[config.mk]
export PLATFORM = sky130hd
export DESIGN_NAME = bus_write_decoder_flat
export DESIGN_NICKNAME = d
export VERILOG_FILES = /design/src/rtl/bus_write_decoder_if.sv /design/src/rtl/bus_write_decoder.sv /design/src/flat_wrapper.sv
export SDC_FILE = /design/constraint.sdc
export NUM_CORES = 1
export LEC_CHECK = 0
export BUFFER_PORTS_ARGS = -buffer_cell sky130_fd_sc_hd__buf_2
export CAP_MARGIN = 10
export CORE_UTILIZATION = 45
export DETAILED_ROUTE_END_ITERATION = 8
export GPL_TIMING_DRIVEN = 0
export PLACE_DENSITY = 0.86
export SETUP_SLACK_MARGIN = 0.2
export SLEW_MARGIN = 20
export SYNTH_ARGS = -nofsm -noshare
export SYNTH_HDL_FRONTEND = slang
export SYNTH_SLANG_ARGS = --single-unit
[constraint.sdc]
create_clock -name clk -period 2.8 [get_ports clk]
set_input_delay 0.28 -clock clk [delete_from_list [all_inputs] [get_ports clk]]
set_output_delay 0.28 -clock clk [all_outputs]
set_load 0.01 [all_outputs]
[src/rtl/bus_write_decoder_if.sv]
// CPU store bus plus UART TX stream and decoder status outputs.
// The leds signal exists only when BUS_WRITE_LED_EN is defined.
interface bus_write_decoder_if;
  logic [31:0] addr;
  logic [31:0] wdata;
  logic        write;
  logic        ram_we;
  logic [7:0]  tx_data;
  logic        tx_valid;
  logic        tx_ready;
  logic        tx_full;
  logic        tx_ovf;
  logic        gauss_start;
  logic        bad_wr;
`ifdef BUS_WRITE_LED_EN
  logic [15:0] leds;
`endif

  modport master (
    output addr, wdata, write, tx_ready,
    input  ram_we, tx_data, tx_valid, tx_full, tx_ovf, gauss_start, bad_wr
`ifdef BUS_WRITE_LED_EN
    , input leds
`endif
  );

  modport slave (
    input  addr, wdata, write, tx_ready,
    output ram_we, tx_data, tx_valid, tx_full, tx_ovf, gauss_start, bad_wr
`ifdef BUS_WRITE_LED_EN
    , output leds
`endif
  );
endinterface

[src/rtl/bus_write_decoder.sv]
// CPU store decoder: RAM write enable, UART TX byte FIFO, gauss start pulse, bad-write pulse.
// Optional LED register compiled in with BUS_WRITE_LED_EN; otherwise the LED address is unmapped.
module bus_write_decoder #(
  parameter int FIFO_DEPTH = 4
) (
  input logic              clk,
  input logic              rst_n,
  bus_write_decoder_if.slave bus
);
  localparam int AW = $clog2(FIFO_DEPTH);
  localparam int CW = AW + 1;

  localparam logic [31:0] RAM_LO    = 32'h0000_1000;
  localparam logic [31:0] RAM_HI    = 32'h0000_13FF;
  localparam logic [31:0] UART_DATA = 32'h0000_2000;
  localparam logic [31:0] UART_CTRL = 32'h0000_2004;
  localparam logic [31:0] LED_ADDR  = 32'h0000_2400;
  localparam logic [31:0] GAUSS     = 32'h0000_2800;

  logic hit_ram, hit_data, hit_ctrl, hit_led, hit_gauss, unmapped;

  always_comb begin
    hit_ram   = (bus.addr >= RAM_LO) && (bus.addr <= RAM_HI);
    hit_data  = (bus.addr == UART_DATA);
    hit_ctrl  = (bus.addr == UART_CTRL);
    hit_gauss = (bus.addr == GAUSS);
`ifdef BUS_WRITE_LED_EN
    hit_led   = (bus.addr == LED_ADDR);
`else
    hit_led   = 1'b0;
`endif
    unmapped  = !(hit_ram || hit_data || hit_ctrl || hit_gauss || hit_led);
  end

  assign bus.ram_we = bus.write && hit_ram;

  logic [7:0]    mem [FIFO_DEPTH];
  logic [AW-1:0] wptr, rptr;
  logic [CW-1:0] count;
  logic          full, valid, push, pop, ovf_set, flush, ovf_clr;

  // Full is taken from the current count, so a pop in the same cycle cannot make room.
  assign full    = (count == CW'(FIFO_DEPTH));
  assign valid   = (count != '0);
  assign push    = bus.write && hit_data && !full;
  assign ovf_set = bus.write && hit_data && full;
  assign pop     = valid && bus.tx_ready;
  assign flush   = bus.write && hit_ctrl && bus.wdata[0];
  assign ovf_clr = bus.write && hit_ctrl && bus.wdata[1];

  assign bus.tx_valid = valid;
  assign bus.tx_full  = full;
  assign bus.tx_data  = mem[rptr];

  always_ff @(posedge clk) begin
    if (push) begin
      mem[wptr] <= bus.wdata[7:0];
    end
  end

  always_ff @(posedge clk or negedge rst_n) begin
    if (!rst_n) begin
      wptr  <= '0;
      rptr  <= '0;
      count <= '0;
    end else if (flush) begin
      wptr  <= '0;
      rptr  <= '0;
      count <= '0;
    end else begin
      if (push) wptr <= wptr + AW'(1);
      if (pop)  rptr <= rptr + AW'(1);
      case ({push, pop})
        2'b10:   count <= count + CW'(1);
        2'b01:   count <= count - CW'(1);
        default: count <= count;
      endcase
    end
  end

  always_ff @(posedge clk or negedge rst_n) begin
    if (!rst_n) begin
      bus.tx_ovf      <= 1'b0;
      bus.gauss_start <= 1'b0;
      bus.bad_wr      <= 1'b0;
    end else begin
      if (ovf_set)      bus.tx_ovf <= 1'b1;
      else if (ovf_clr) bus.tx_ovf <= 1'b0;
      bus.gauss_start <= bus.write && hit_gauss && bus.wdata[0];
      bus.bad_wr      <= bus.write && unmapped;
    end
  end

`ifdef BUS_WRITE_LED_EN
  always_ff @(posedge clk or negedge rst_n) begin
    if (!rst_n) begin
      bus.leds <= 16'h0000;
    end else if (bus.write && hit_led) begin
      bus.leds <= bus.wdata[15:0];
    end
  end
`endif
endmodule

[src/flat_wrapper.sv]
// flat-port wrapper written by rule: the top's interface ports become plain ports
module bus_write_decoder_flat 
#(
  parameter int FIFO_DEPTH = 4
)
  (clk, rst_n, bus_addr, bus_wdata, bus_write, bus_tx_ready, bus_ram_we, bus_tx_data, bus_tx_valid, bus_tx_full, bus_tx_ovf, bus_gauss_start, bus_bad_wr);
  bus_write_decoder_if bus_i ();
  input logic clk;
  input logic rst_n;
  input wire logic [$bits(bus_i.addr)-1:0] bus_addr;
  input wire logic [$bits(bus_i.wdata)-1:0] bus_wdata;
  input wire logic [$bits(bus_i.write)-1:0] bus_write;
  input wire logic [$bits(bus_i.tx_ready)-1:0] bus_tx_ready;
  output wire logic [$bits(bus_i.ram_we)-1:0] bus_ram_we;
  output wire logic [$bits(bus_i.tx_data)-1:0] bus_tx_data;
  output wire logic [$bits(bus_i.tx_valid)-1:0] bus_tx_valid;
  output wire logic [$bits(bus_i.tx_full)-1:0] bus_tx_full;
  output wire logic [$bits(bus_i.tx_ovf)-1:0] bus_tx_ovf;
  output wire logic [$bits(bus_i.gauss_start)-1:0] bus_gauss_start;
  output wire logic [$bits(bus_i.bad_wr)-1:0] bus_bad_wr;
  assign bus_i.addr = bus_addr;
  assign bus_i.wdata = bus_wdata;
  assign bus_i.write = bus_write;
  assign bus_i.tx_ready = bus_tx_ready;
  assign bus_ram_we = bus_i.ram_we;
  assign bus_tx_data = bus_i.tx_data;
  assign bus_tx_valid = bus_i.tx_valid;
  assign bus_tx_full = bus_i.tx_full;
  assign bus_tx_ovf = bus_i.tx_ovf;
  assign bus_gauss_start = bus_i.gauss_start;
  assign bus_bad_wr = bus_i.bad_wr;
  bus_write_decoder #(.FIFO_DEPTH(FIFO_DEPTH)) u_core (.clk(clk), .rst_n(rst_n), .bus(bus_i));
endmodule
Word level (Yosys, flattened, before mapping)
Memory sizes are Yosys's and may differ from the RTL's.
Index checks and enable logic that the tools add are counted.
W data, S select, Z words.
{"block": "word_totals", "output_inout_bits": 14, "mem_bits_ro": 0, "latch_bits": 0, "memories": 1, "ff_bits": 10, "wordCells": 51, "mem_bits_rw": 32}
{"block": "classes", "bitwise_logic": 0, "n_div": 0, "n_shift": 0, "reduce_logical": 22, "n_addsub": 4, "n_eq_ne": 6, "mul": 0, "magnitude_cmp": 2, "n_mux": 10}
{"memory": "u_core.mem", "words": 4, "word_bits": 8, "rd": 1, "rd_ports_with_merged_regs": 0, "write_ports": 1, "line_no": "bus_write_decoder.sv:37", "text": "logic [7:0] mem [FIFO_DEPTH];"}
{"operator": "$eq A32 B14 Y1 const B", "n": 3}
{"operator": "$ge A32 B13 Y1 const B", "n": 1}
{"operator": "$le A32 B13 Y1 const B", "n": 1}
{"operator": "$logic_and A1 B1 Y1", "n": 12}
{"operator": "$mux W2", "n": 4}
{"operator": "$pmux W3 S2", "n": 1}
{"operator": "$reduce_bool A2 Y1", "n": 3}
{"operator": "$reduce_bool A3 Y1", "n": 2}
{"operator": "$add A2 B1 Y2 const B", "n": 2}
{"operator": "$mux W1", "n": 4}
{"operator": "$add A3 B1 Y3 const B", "n": 1}
{"operator": "$eq A3 B3 Y1 const B", "n": 1}
{"operator": "$logic_or A1 B1 Y1", "n": 3}
{"operator": "$mux W3", "n": 1}
{"operator": "$sub A3 B1 Y3 const B", "n": 1}
{"operator": "$eq A2 B1 Y1 const B", "n": 1}
{"operator": "$eq A2 B2 Y1 const B", "n": 1}
{"operator": "$logic_not A1 Y1", "n": 2}

Longest topological paths before layout
Gate-level depths: netlist of run 1.
{"block": "logic_depth", "word_depth": 7, "ltp_mapped": 10}

Least setup slack after synthesis of run 1
Ideal clock, no wire load.
{"block": "synth_path", "path_type": "input to register", "from": "input port bus_addr[18]", "to": "register u_core.count[2]", "stages": 10, "path_slack_ns": 0.351, "setup_ns": 0.136, "arrival_time_ns": 2.313, "n_path_buf": 0, "cell_sequence": "nor4_1 -> nand3_1 -> nor4_2 -> inv_1 -> ha_1 -> fa_1 -> xnor2_1 -> nor2_1 -> xnor2_1 -> nor2_1"}
{"block": "synth_between", "elab_chain_cells": 6, "elab_cells_between_ends": 11, "classes_between": "eq/ne: 4; mux: 2; reduce/logical: 5"}
{"element": "start, declared", "line_no": "flat_wrapper.sv:10", "text": "input wire logic [$bits(bus_i.addr)-1:0] bus_addr;"}
{"element": "$eq A32 B14 Y1", "line_no": "bus_write_decoder.sv:24", "text": "hit_data = (bus.addr == UART_DATA);"}
{"element": "$logic_and A1 B1 Y1 (2 in series)", "line_no": "bus_write_decoder.sv:45", "text": "assign push = bus.write && hit_data && !full;"}
{"element": "$eq A2 B1 Y1 / $eq A2 B2 Y1 (equally long branches)", "line_no": "bus_write_decoder.sv:73", "text": "case ({push, pop})"}
{"element": "$pmux W3 S2", "line_no": "bus_write_decoder.sv:73"}
{"element": "$mux W3", "line_no": "bus_write_decoder.sv:66", "text": "end else if (flush) begin"}
{"element": "end signal, assigned", "line_no": "bus_write_decoder.sv:74", "text": "2'b10: count <= count + CW'(1);"}
{"element": "end signal, assigned", "line_no": "bus_write_decoder.sv:75", "text": "2'b01: count <= count - CW'(1);"}
{"element": "end signal, assigned", "line_no": "bus_write_decoder.sv:76", "text": "default: count <= count;"}
{"element": "end, declared", "line_no": "bus_write_decoder.sv:39", "text": "logic [CW-1:0] count;"}
Several ways; a longest one is shown, not always the timed one.
A chain may end at the register's enable or synchronous reset.

Worst setup path in the final report of run 1
{"block": "layout_path", "from": "register u_core.count[2]", "to": "register u_core.count[2]"}
{"block": "layout_between", "elab_chain_cells": 6, "elab_cells_between_ends": 12, "classes_between": "add/sub: 2; eq/ne: 3; mux: 2; reduce/logical: 5"}
{"element": "$eq A3 B3 Y1", "line_no": "bus_write_decoder.sv:43", "text": "assign full = (count == CW'(FIFO_DEPTH));"}
{"element": "$logic_not A1 Y1", "line_no": "bus_write_decoder.sv:45"}
{"element": "$logic_and A1 B1 Y1", "line_no": "bus_write_decoder.sv:45"}
{"element": "$eq A2 B1 Y1 / $eq A2 B2 Y1 (equally long branches)", "line_no": "bus_write_decoder.sv:73"}
{"element": "$pmux W3 S2", "line_no": "bus_write_decoder.sv:73"}
{"element": "$mux W3", "line_no": "bus_write_decoder.sv:66"}
Several ways; a longest one is shown, not always the timed one.

==> results.cfg, run 1 <==
[synth]
ys_types = 36
synthTopCellsByArea = edfxtp_1 51%, dfrtp_1 13%, mux4_2 9.5%
synthCells = 117
synth_ff_type = edfxtp_1
syn-num-nets = 191
synth_top_cell_area_share_pct = 50.76
synth-edff-count = 32
avgSynthCellArea_um2 = 16.18
ys_ff_latch = 42
syn-cell-area_um2 = 1893
synth-seq-area-share_pct = 63.98
yosys.area.top_type = edfxtp_1
async_flop_share_pct = 23.81
yosys_warnings = 0

[hold_path]
min_path_type = primary input to flop

[detailed_routing]
wl_per_cell_um = 14.52
viasPerCell = 5.311
vias = 1248
ant_nets = 0
drc = 0
firstDrtPassIters = 4
routed_wl_um = 3412
initialDrtViolationCount = 78

[finish]
final_common_cell = buf_2
area_growth_pct = 26.11
fin_nets = 258
post-route-cell-area_um2 = 2387
postLayoutCoreUtil_pct = 59.25
final_cell_mix = 58 x buf_2, 32 x edfxtp_1, 8 x mux4_2, 8 x dfrtp_1, 7 x nor2_1
insertedDiodeCount = 0
drive_above_1_share_pct = 45.95

[clock_network]
cts.reportedPaths.clkPinSlew_ps = 80
cts_root_buffer = clkbuf_8
clk_latency_ps = 290
cts_tree = built
cts.sinks = 42
clock_path_buffers = 2
cts_buffers = 5
h-tree-depth = 2

[sta]
finalMaxSlewViolations = 0
setup_viol = 0
slew_headroom_pct = 63.45
max_freq_mhz = 408.4
finalHoldViolCount = 0
post-route-period-util_pct = 87.45
rsz0062_at_grt = no
tightest_slew_ps = 548.3
period_needed_ps = 2449
fin_skew_ps = 8.005

[grt]
grt_pass1_vias = 1223
grt_max_degree = 13
overflow = 0
antenna_found_initial = 0
grt_usage_pct = 17.15
grt_pass1_wl_um = 5237

[setup_path]
worstPathRequired_ps = 2970
critPathKind = flop to flop
arrival_ps = 2610
crit_path_max_fanout = 3
worst_setup_path_start_kind = flop
end_kind = flop

[placed_design]
hpwl_um = 2529
placed_area_um2 = 2241
place_congestion = 0.7317
port_buffers = 57

[power_and_ir_drop]
peakVddDrop_mv = 0.1963
power.density_nw_per_um2 = 507.2
p_leak_nw = 0.9269
pwr-share-comb_pct = 11.4
p_int_mw = 0.9491
sequentialPowerShare_pct = 56.4
switchingPower_mw = 0.2617
power_mw = 1.211
clkPwrFrac_pct = 32.2
switching_share_pct = 21.61

[floorplan]
dieArea_um2 = 4470
rows = 23
io_pins = 82
die_x_um = 66.86
core-area_um2 = 4029
die_y_um = 66.86
initial_core_util_pct = 46.99

[outcome]
status = completed

[run]
max-cap-violations = 0
-- path summary, 6_finish.rpt --
path | startpoint | cells past startpoint | endpoint | slack [ps]
setup / recovery | u_core.count[2] | 10 | u_core.count[2] | 350
hold / removal | bus_wdata[2] | 1 | u_core.mem[0][2] | 200
setup reg to reg | u_core.count[2] | 10 | u_core.count[2] | 350
hold reg to reg | u_core.bus.tx_ovf | 2 | u_core.bus.tx_ovf | 570
max in group asynchronous | rst_n | 2 | u_core.count[1] | 2210
min in group asynchronous | rst_n | 2 | u_core.rptr[1] | 370
-- cell families (layout without fill, tap and decap cells) --
family / after synthesis / after routing / share of synthesized area (%)
compound gates: 8 / 8 / 3.569
mux: 10 / 10 / 10.64
fa+ha+maj: 6 / 6 / 4.362
xor+xnor: 5 / 5 / 2.314
buf+inv: 5 / 73 / 1.057
simple gates: 41 / 41 / 14.08
flops: 42 / 42 / 63.98
-- state kept, by name (all words and copies together), names as in the netlist --
register / flops
u_core.bus.tx_ovf: 1
u_core.bus.bad_wr: 1
u_core.rptr: 2
u_core.mem: 32
u_core.bus.gauss_start: 1
u_core.wptr: 2
u_core.count: 3
-- area by class of cell --
cell class / count / area, um^2
repair buffers: 60 / 310.3
flip-flops and latches: 42 / 1214
well taps: 50 / 62.56
clock buffers: 7 / 86.33
fillers: 321 / 1642
inverters: 3 / 11.26
plain buffers: 2 / 8.758
multi-input cells: 70 / 689.4
clock inverters: 1 / 5.005
-- per-stage QoR --
stage | cells | hold slack (ps) | setup slack, ps | TNS (ps)
after floorplan | 117 | -15.59 | 351.2 | 0
after global placement | 224 | 150.1 | -86.78 | -86.78
after detailed placement | 224 | 162.0 | -144.5 | -144.5
after CTS | 233 | 190.4 | 278.4 | 0
after global routing | 235 | 190.7 | 192.2 | 0
final | 235 | 199.2 | 351.3 | 0
-- cell usage after synthesis, types with 3 or more instances --
cell type	instances
and2_1	4
dfrtp_1	10
edfxtp_1	32
ha_1	5
inv_1	3
mux4_2	8
nand2_1	3
nand3_1	5
nor2_1	7
nor3_1	5
nor4_1	4
xnor2_1	3
-- routing by layer --
layer  GRT usage (%)  part of all wire (%)  up-vias
met5               0                     0        -
met4           7.979                   2.0        0
met3           5.479                   6.8        6
met2           31.94                    51       57
met1           16.89                    40      587
li1                -                     -      598
-- power by group through the flow --
stage	combinational (mW)	clock (mW)	sequential, mW
5_1_grt	0.154	0.420	0.683
4_1_cts	0.139	0.401	0.682
6_report	0.138	0.390	0.683
2_1_floorplan	0.0728	0	0.695
3_3_place_gp	0.132	0	0.696
3_5_place_dp	0.137	0	0.696
-- worst max-delay path: stages, from the launching register on --
cell and delay (ps):
dfrtp_1 400, nor3b_1 180, nand4bb_4 250, nor4_4 330, inv_1 80, ha_2 200, fa_1 390, xnor2_1 140
nor2_1 150, xnor2_1 140, nor2_1 60
-- repair_timing --
action                                 4_1_cts  5_1_grt
resized for setup                            1        4
setup endpoints to repair                    1        1
endpoints found under the hold margin       10        0
hold buffers                                 1        0
buffers inserted                             0        2
pin swaps                                    0        3
(Power assumes the default switching activity.)
==> run 2, diff against run 1 <==
--- a/config.mk
+++ b/config.mk
@@ -7,6 +7,7 @@
 export LEC_CHECK = 0
 export BUFFER_PORTS_ARGS = -buffer_cell sky130_fd_sc_hd__buf_2
 export CAP_MARGIN = 10
+export CORE_ASPECT_RATIO = 1.5
 export CORE_UTILIZATION = 45
 export DETAILED_ROUTE_END_ITERATION = 8
 export GPL_TIMING_DRIVEN = 0
==> run 2 against run 1 <==
  * Utilization is 1.2 points higher
  * Largest power group unchanged
  * Register-to-register slack better by 20 ps
  * Via count is 1.1% higher
  * First-iteration DRC count is 65% lower
  * Largest cell class unchanged
  * Critical path type unchanged
==> results.cfg, run 2 (same netlist as run 1, synthesis figures left out) <==
[floorplan]
initial_core_util_pct = 47.40
io_pins = 82
die_y_um = 81.44
core-area_um2 = 3994
rows = 28
die_x_um = 54.96
dieArea_um2 = 4475

[sta]
slew_headroom_pct = 62.19
setup_viol = 0
finalMaxSlewViolations = 0
post-route-period-util_pct = 86.62
fin_skew_ps = 7.980
max_freq_mhz = 412.3
fin_ws_ps = 374.5
rsz0062_at_grt = no
tightest_slew_ps = 562.5
finalHoldViolCount = 0
period_needed_ps = 2425

[clock_network]
cts_tree = built
h-tree-depth = 2
cts_root_buffer = clkbuf_8
cts_buffers = 5
clock_path_buffers = 2
cts.sinks = 42
cts.reportedPaths.clkPinSlew_ps = 80
clk_latency_ps = 290

[placed_design]
placed_area_um2 = 2235
place_ws_ps = -121.9
place_congestion = 0.7271
port_buffers = 57
hpwl_um = 2696

[setup_path]
timing.rr.end = u_core.count[2]
critPathKind = flop to flop
crit_chain = nor3b_4, nand4bb_4, nor4_4, inv_1, ha_4, fa_2, xnor2_1, nor2_1, xnor2_1, nor2_1
r2r_slack_ps = 370
worstPathRequired_ps = 2960
crit_path_max_fanout = 5
reg2reg_from = u_core.count[2]
worst_setup_path_start_kind = flop
rr_worst_depth = 10
cpPeakStageDelay_ps = 410
critPathLaunch = u_core.count[2]
end_kind = flop
critPathSlowestCell = dfrtp_1
arrival_ps = 2590

[detailed_routing]
wl_per_cell_um = 15.25
routed_wl_um = 3539
firstDrtPassIters = 4
vias = 1262
dr_wl_met2_um = 1934
drc = 0
wl_met3_um = 233
topRoutingLayerUsed = met4
wirelength_met1_um = 1310
viasPerCell = 5.440
ant_nets = 0
initialDrtViolationCount = 27

[power_and_ir_drop]
pwr-share-comb_pct = 11.8
switchingPower_mw = 0.2690
switching_share_pct = 22.53
peakVddDrop_mv = 0.4758
p_int_mw = 0.9247
clkPwrFrac_pct = 30.9
sequentialPowerShare_pct = 57.3
p_leak_nw = 0.9339
power_mw = 1.194
power.density_nw_per_um2 = 494.1

[hold_path]
min_path_type = primary input to flop
whs_path_depth = 1
hold-path-endpoint = u_core.mem[1][3]
hold_start = bus_wdata[3]

[finish]
drive_above_1_share_pct = 48.13
nFillCells = 327
seqCellArea_um2 = 1214
final_cell_mix = 58 x buf_2, 32 x edfxtp_1, 8 x mux4_2, 8 x dfrtp_1, 7 x nor2_1
final_common_cell = buf_2
regMostFlops = u_core.mem
postLayoutCoreUtil_pct = 60.50
multiInputGateArea_um2 = 718.2
post-route-cell-area_um2 = 2416
largest_reg_flops = 32
largestRegisters = u_core.mem (32), u_core.count (3)
fin_nets = 260
area_growth_pct = 27.63
insertedDiodeCount = 0

[grt]
grt_pass1_vias = 1259
grt_pass1_wl_um = 5595
grt_usage_pct = 18.29
grt_max_degree = 14
antenna_found_initial = 0
overflow = 0

[outcome]
status = completed

[run]
max-cap-violations = 0
==> run 2: cell types whose count changed in the layout (fill, tap and decap cells not counted) <==
cell / before / now
ha_4: 0 / 1
fa_2: 0 / 1
nand3_1: 5 / 4
nor3b_4: 0 / 1
fa_1: 1 / 0
buf_4: 2 / 4
ha_2: 1 / 0
nand3_2: 0 / 1
clkinv_2: 1 / 2
nor3b_1: 2 / 1
clkbuf_8: 6 / 5
==> run 2: per-stage QoR <==
step	cells	setup TNS, ps	hold WS, ps
after floorplan	117	0	-15.59
after global placement	219	-82.59	150.8
after detailed placement	219	-121.9	156.9
after CTS	228	0	193.9
after global routing	232	0	202.2
final	232	0	201.3
==> run 2: how the worst max path moves through the flow <==
stage	end	slack, ps	depth (start not counted)
after floorplan	u_core.count[2]	350	10
after global placement	u_core.count[2]	-80	11
after detailed placement	u_core.count[2]	-120	11
after CTS	u_core.count[2]	270	11
after global routing	u_core.count[2]	240	10
final	u_core.count[2]	370	10
==> run 2: power groups by stage <==
stage               registers [mW]  clock network, mW  logic, mW
floorplan                    0.695                  0     0.0728
global placement             0.696                  0      0.133
detailed placement           0.696                  0      0.137
CTS                          0.682              0.378      0.139
global route                 0.685              0.404      0.158
finish                       0.684              0.368      0.141
==> run 2: layout make-up <==
type                    count  area share [%]
multi-input cells          70           29.73
plain buffers               2          0.3625
well taps                  45           2.330
clock buffers               6           3.004
flip-flops and latches     42           50.23
inverters                   3          0.4661
repair buffers             62           13.46
clock inverters             2          0.4143
==> run 2: routing by layer <==
metal	global-route usage, %	up-vias
li1	-	600
met1	18.04	597
met2	34.34	59
met3	4.444	6
met4	7.500	0
met5	0	-
==> run 2: critical path: cells and delay by family (launching register included) <==
family | cells | cell delay [ps]
and+or+nand+nor | 5 | 1000
DFF | 1 | 410
xor gates and xnor gates | 2 | 270
adders and majority gates | 2 | 520
buffers and inverters | 1 | 120
==> run 2: repair_timing <==
action | 4_1_cts | 5_1_grt
hold buffers | 1 | 0
buffers inserted | 0 | 4
gates resized for setup | 1 | 9
pin swaps | 0 | 4
endpoints found under the hold margin | 10 | 0
setup endpoints to repair | 1 | 1
==> run 3, diff against run 2 <==
--- a/config.mk
+++ b/config.mk
@@ -5,15 +5,14 @@
 export SDC_FILE = /design/constraint.sdc
 export NUM_CORES = 1
 export LEC_CHECK = 0
-export BUFFER_PORTS_ARGS = -buffer_cell sky130_fd_sc_hd__buf_2
 export CAP_MARGIN = 10
 export CORE_ASPECT_RATIO = 1.5
 export CORE_UTILIZATION = 45
 export DETAILED_ROUTE_END_ITERATION = 8
+export DONT_BUFFER_PORTS = 1
 export GPL_TIMING_DRIVEN = 0
-export PLACE_DENSITY = 0.86
+export PLACE_DENSITY = 0.7
 export SETUP_SLACK_MARGIN = 0.2
-export SLEW_MARGIN = 20
 export SYNTH_ARGS = -nofsm -noshare
 export SYNTH_HDL_FRONTEND = slang
 export SYNTH_SLANG_ARGS = --single-unit
==> run 3 against run 2 <==
  * Clock skew decreased by 2.0 ps
  * Power increased by 2.7%
  * Non-clock buffer count decreased by 59
  * Final cell count decreased by 25%
  * Clock power increased by 24%
  * Die area unchanged
  * Combinational power decreased by 38%
  * Via count decreased by 15%
  * Largest power group unchanged
  * Largest cell class unchanged
==> results.cfg, run 3 (same netlist as run 1, synthesis figures left out) <==
[setup_path]
timing.rr.end = u_core.count[2]
cpPeakStageDelay_ps = 410
crit_path_max_fanout = 4
worstPathRequired_ps = 2960
r2r_slack_ps = 400
crit_chain = nor3b_2, nand4bb_4, nor4_4, inv_1, ha_1, fa_2, xnor2_1, nor2_1, xnor2_1, nor2_1
arrival_ps = 2560
worst_setup_path_start_kind = flop
rr_worst_depth = 10
critPathKind = flop to flop
end_kind = flop
critPathLaunch = u_core.count[2]
critPathSlowestCell = dfrtp_1
reg2reg_from = u_core.count[2]
crit_end = u_core.count[2]

[detailed_routing]
drc = 0
wirelength_met1_um = 1128
wl_met3_um = 278
ant_nets = 0
topRoutingLayerUsed = met4
wl_per_cell_um = 19.25
routed_wl_um = 3331
viasPerCell = 6.173
firstDrtPassIters = 4
dr_wl_met2_um = 1840
initialDrtViolationCount = 27
vias = 1068

[clock_network]
clock_path_buffers = 2
cts.reportedPaths.clkPinSlew_ps = 70
cts_tree = built
cts_buffers = 5
clk_latency_ps = 290
cts.sinks = 42
cts_root_buffer = clkbuf_8
h-tree-depth = 2

[finish]
drive_above_1_share_pct = 21.09
postLayoutCoreUtil_pct = 52.94
regMostFlops = u_core.mem
final_cell_mix = 32 x edfxtp_1, 9 x dfrtp_1, 8 x mux4_2
fin_nets = 201
final_common_cell = edfxtp_1
largest_reg_flops = 32
area_growth_pct = 11.70
insertedDiodeCount = 0
largestRegisters = u_core.mem (32), u_core.count (3)

[run]
max-cap-violations = 0

[sta]
period_needed_ps = 2403
tightest_slew_ps = 506.6
setup_viol = 0
fin_skew_ps = 6.012
finalMaxSlewViolations = 0
slew_headroom_pct = 65.94
rsz0062_at_grt = no
max_freq_mhz = 416.2
post-route-period-util_pct = 85.82
fin_ws_ps = 397.0
finalHoldViolCount = 0

[placed_design]
place_congestion = 0.7925
hpwl_um = 2446
place_ws_ps = -40.22
port_buffers = 0

[floorplan]
rows = 28
die_x_um = 54.96
io_pins = 82
dieArea_um2 = 4475
initial_core_util_pct = 47.40
core-area_um2 = 3994
die_y_um = 81.44

[power_and_ir_drop]
power.density_nw_per_um2 = 580.0
peakVddDrop_mv = 0.3369
p_leak_nw = 0.7038

[grt]
antenna_found_initial = 0
grt_pass1_vias = 1157
grt_usage_pct = 17.61
grt_max_degree = 14
grt_pass1_wl_um = 5361
overflow = 0

[hold_path]
min_path_type = primary input to flop

[outcome]
status = completed
[run 3: routing by layer]
metal  vias to the layer above  track usage [%]
met5                         -                0
met1                       514            17.28
met4                         0            9.750
met2                        63            31.81
li1                        483                -
met3                         8            4.444
[run 3: final cells by class]
| cell class | instances | area, um^2 |
|---|---|---|
| clock inverter | 2 | 33.78 |
| tap | 45 | 56.30 |
| multi-input combinational | 70 | 694.4 |
| buffer | 2 | 8.758 |
| inverter | 3 | 11.26 |
| sequential | 42 | 1212 |
| clock buffer | 6 | 72.57 |
| fill | 345 | 1879 |
| timing repair buffer | 3 | 25.02 |
[run 3: how the worst min path moves through the flow]
stage / slack [ps] / end / start / depth (start not counted)
3_5_place_dp: -20 / u_core.count[1] / rst_n / 0
3_3_place_gp: -20 / u_core.rptr[0] / rst_n / 0
6_report: 70 / u_core.bus.tx_ovf / bus_addr[2] / 1
2_1_floorplan: -20 / u_core.bus.bad_wr / rst_n / 0
4_1_cts: 70 / u_core.bus.tx_ovf / bus_addr[2] / 1
5_1_grt: 60 / u_core.mem[0][6] / bus_wdata[6] / 0
[run 3: critical path: cells and delay by family, from the launching register on]
kind	cells	cell delay (ps)
buffers and inverters	1	80
xor gates and xnor gates	2	270
adders and majority gates	2	570
and+or+nand+nor	5	940
DFF	1	410
[run 3: power breakdown]
part | switching [mW] | internal [mW] | leakage (nW)
registers | 0.00723 | 0.677 | 0.423
clock network | 0.192 | 0.263 | 0.0528
logic | 0.0438 | 0.0432 | 0.228
[run 3: through the flow]
step | hold slack [ps] | TNS [ps] | cells | area [um^2] | total power, mW
final | 72.48 | 0 | 173 | 2115 | 1.226
after global routing | 64.42 | 0 | 173 | 2115 | 1.267
after CTS | 65.86 | 0 | 171 | 2074 | 1.233
after detailed placement | -15.31 | -40.22 | 162 | 1949 | 0.7798
after global placement | -15.28 | 0 | 162 | 1949 | 0.7772
after floorplan | -15.59 | 0 | 117 | 1893 | 0.7681
[run 3: what timing repair did]
| action | 4_1_cts | 5_1_grt |
|---|---|---|
| hold buffers | 1 | 0 |
| pin swaps | 0 | 2 |
| hold endpoints to repair | 10 | 0 |
| setup buffers | 0 | 2 |
| resized for setup | 1 | 4 |
| endpoints found under the setup margin | 1 | 2 |
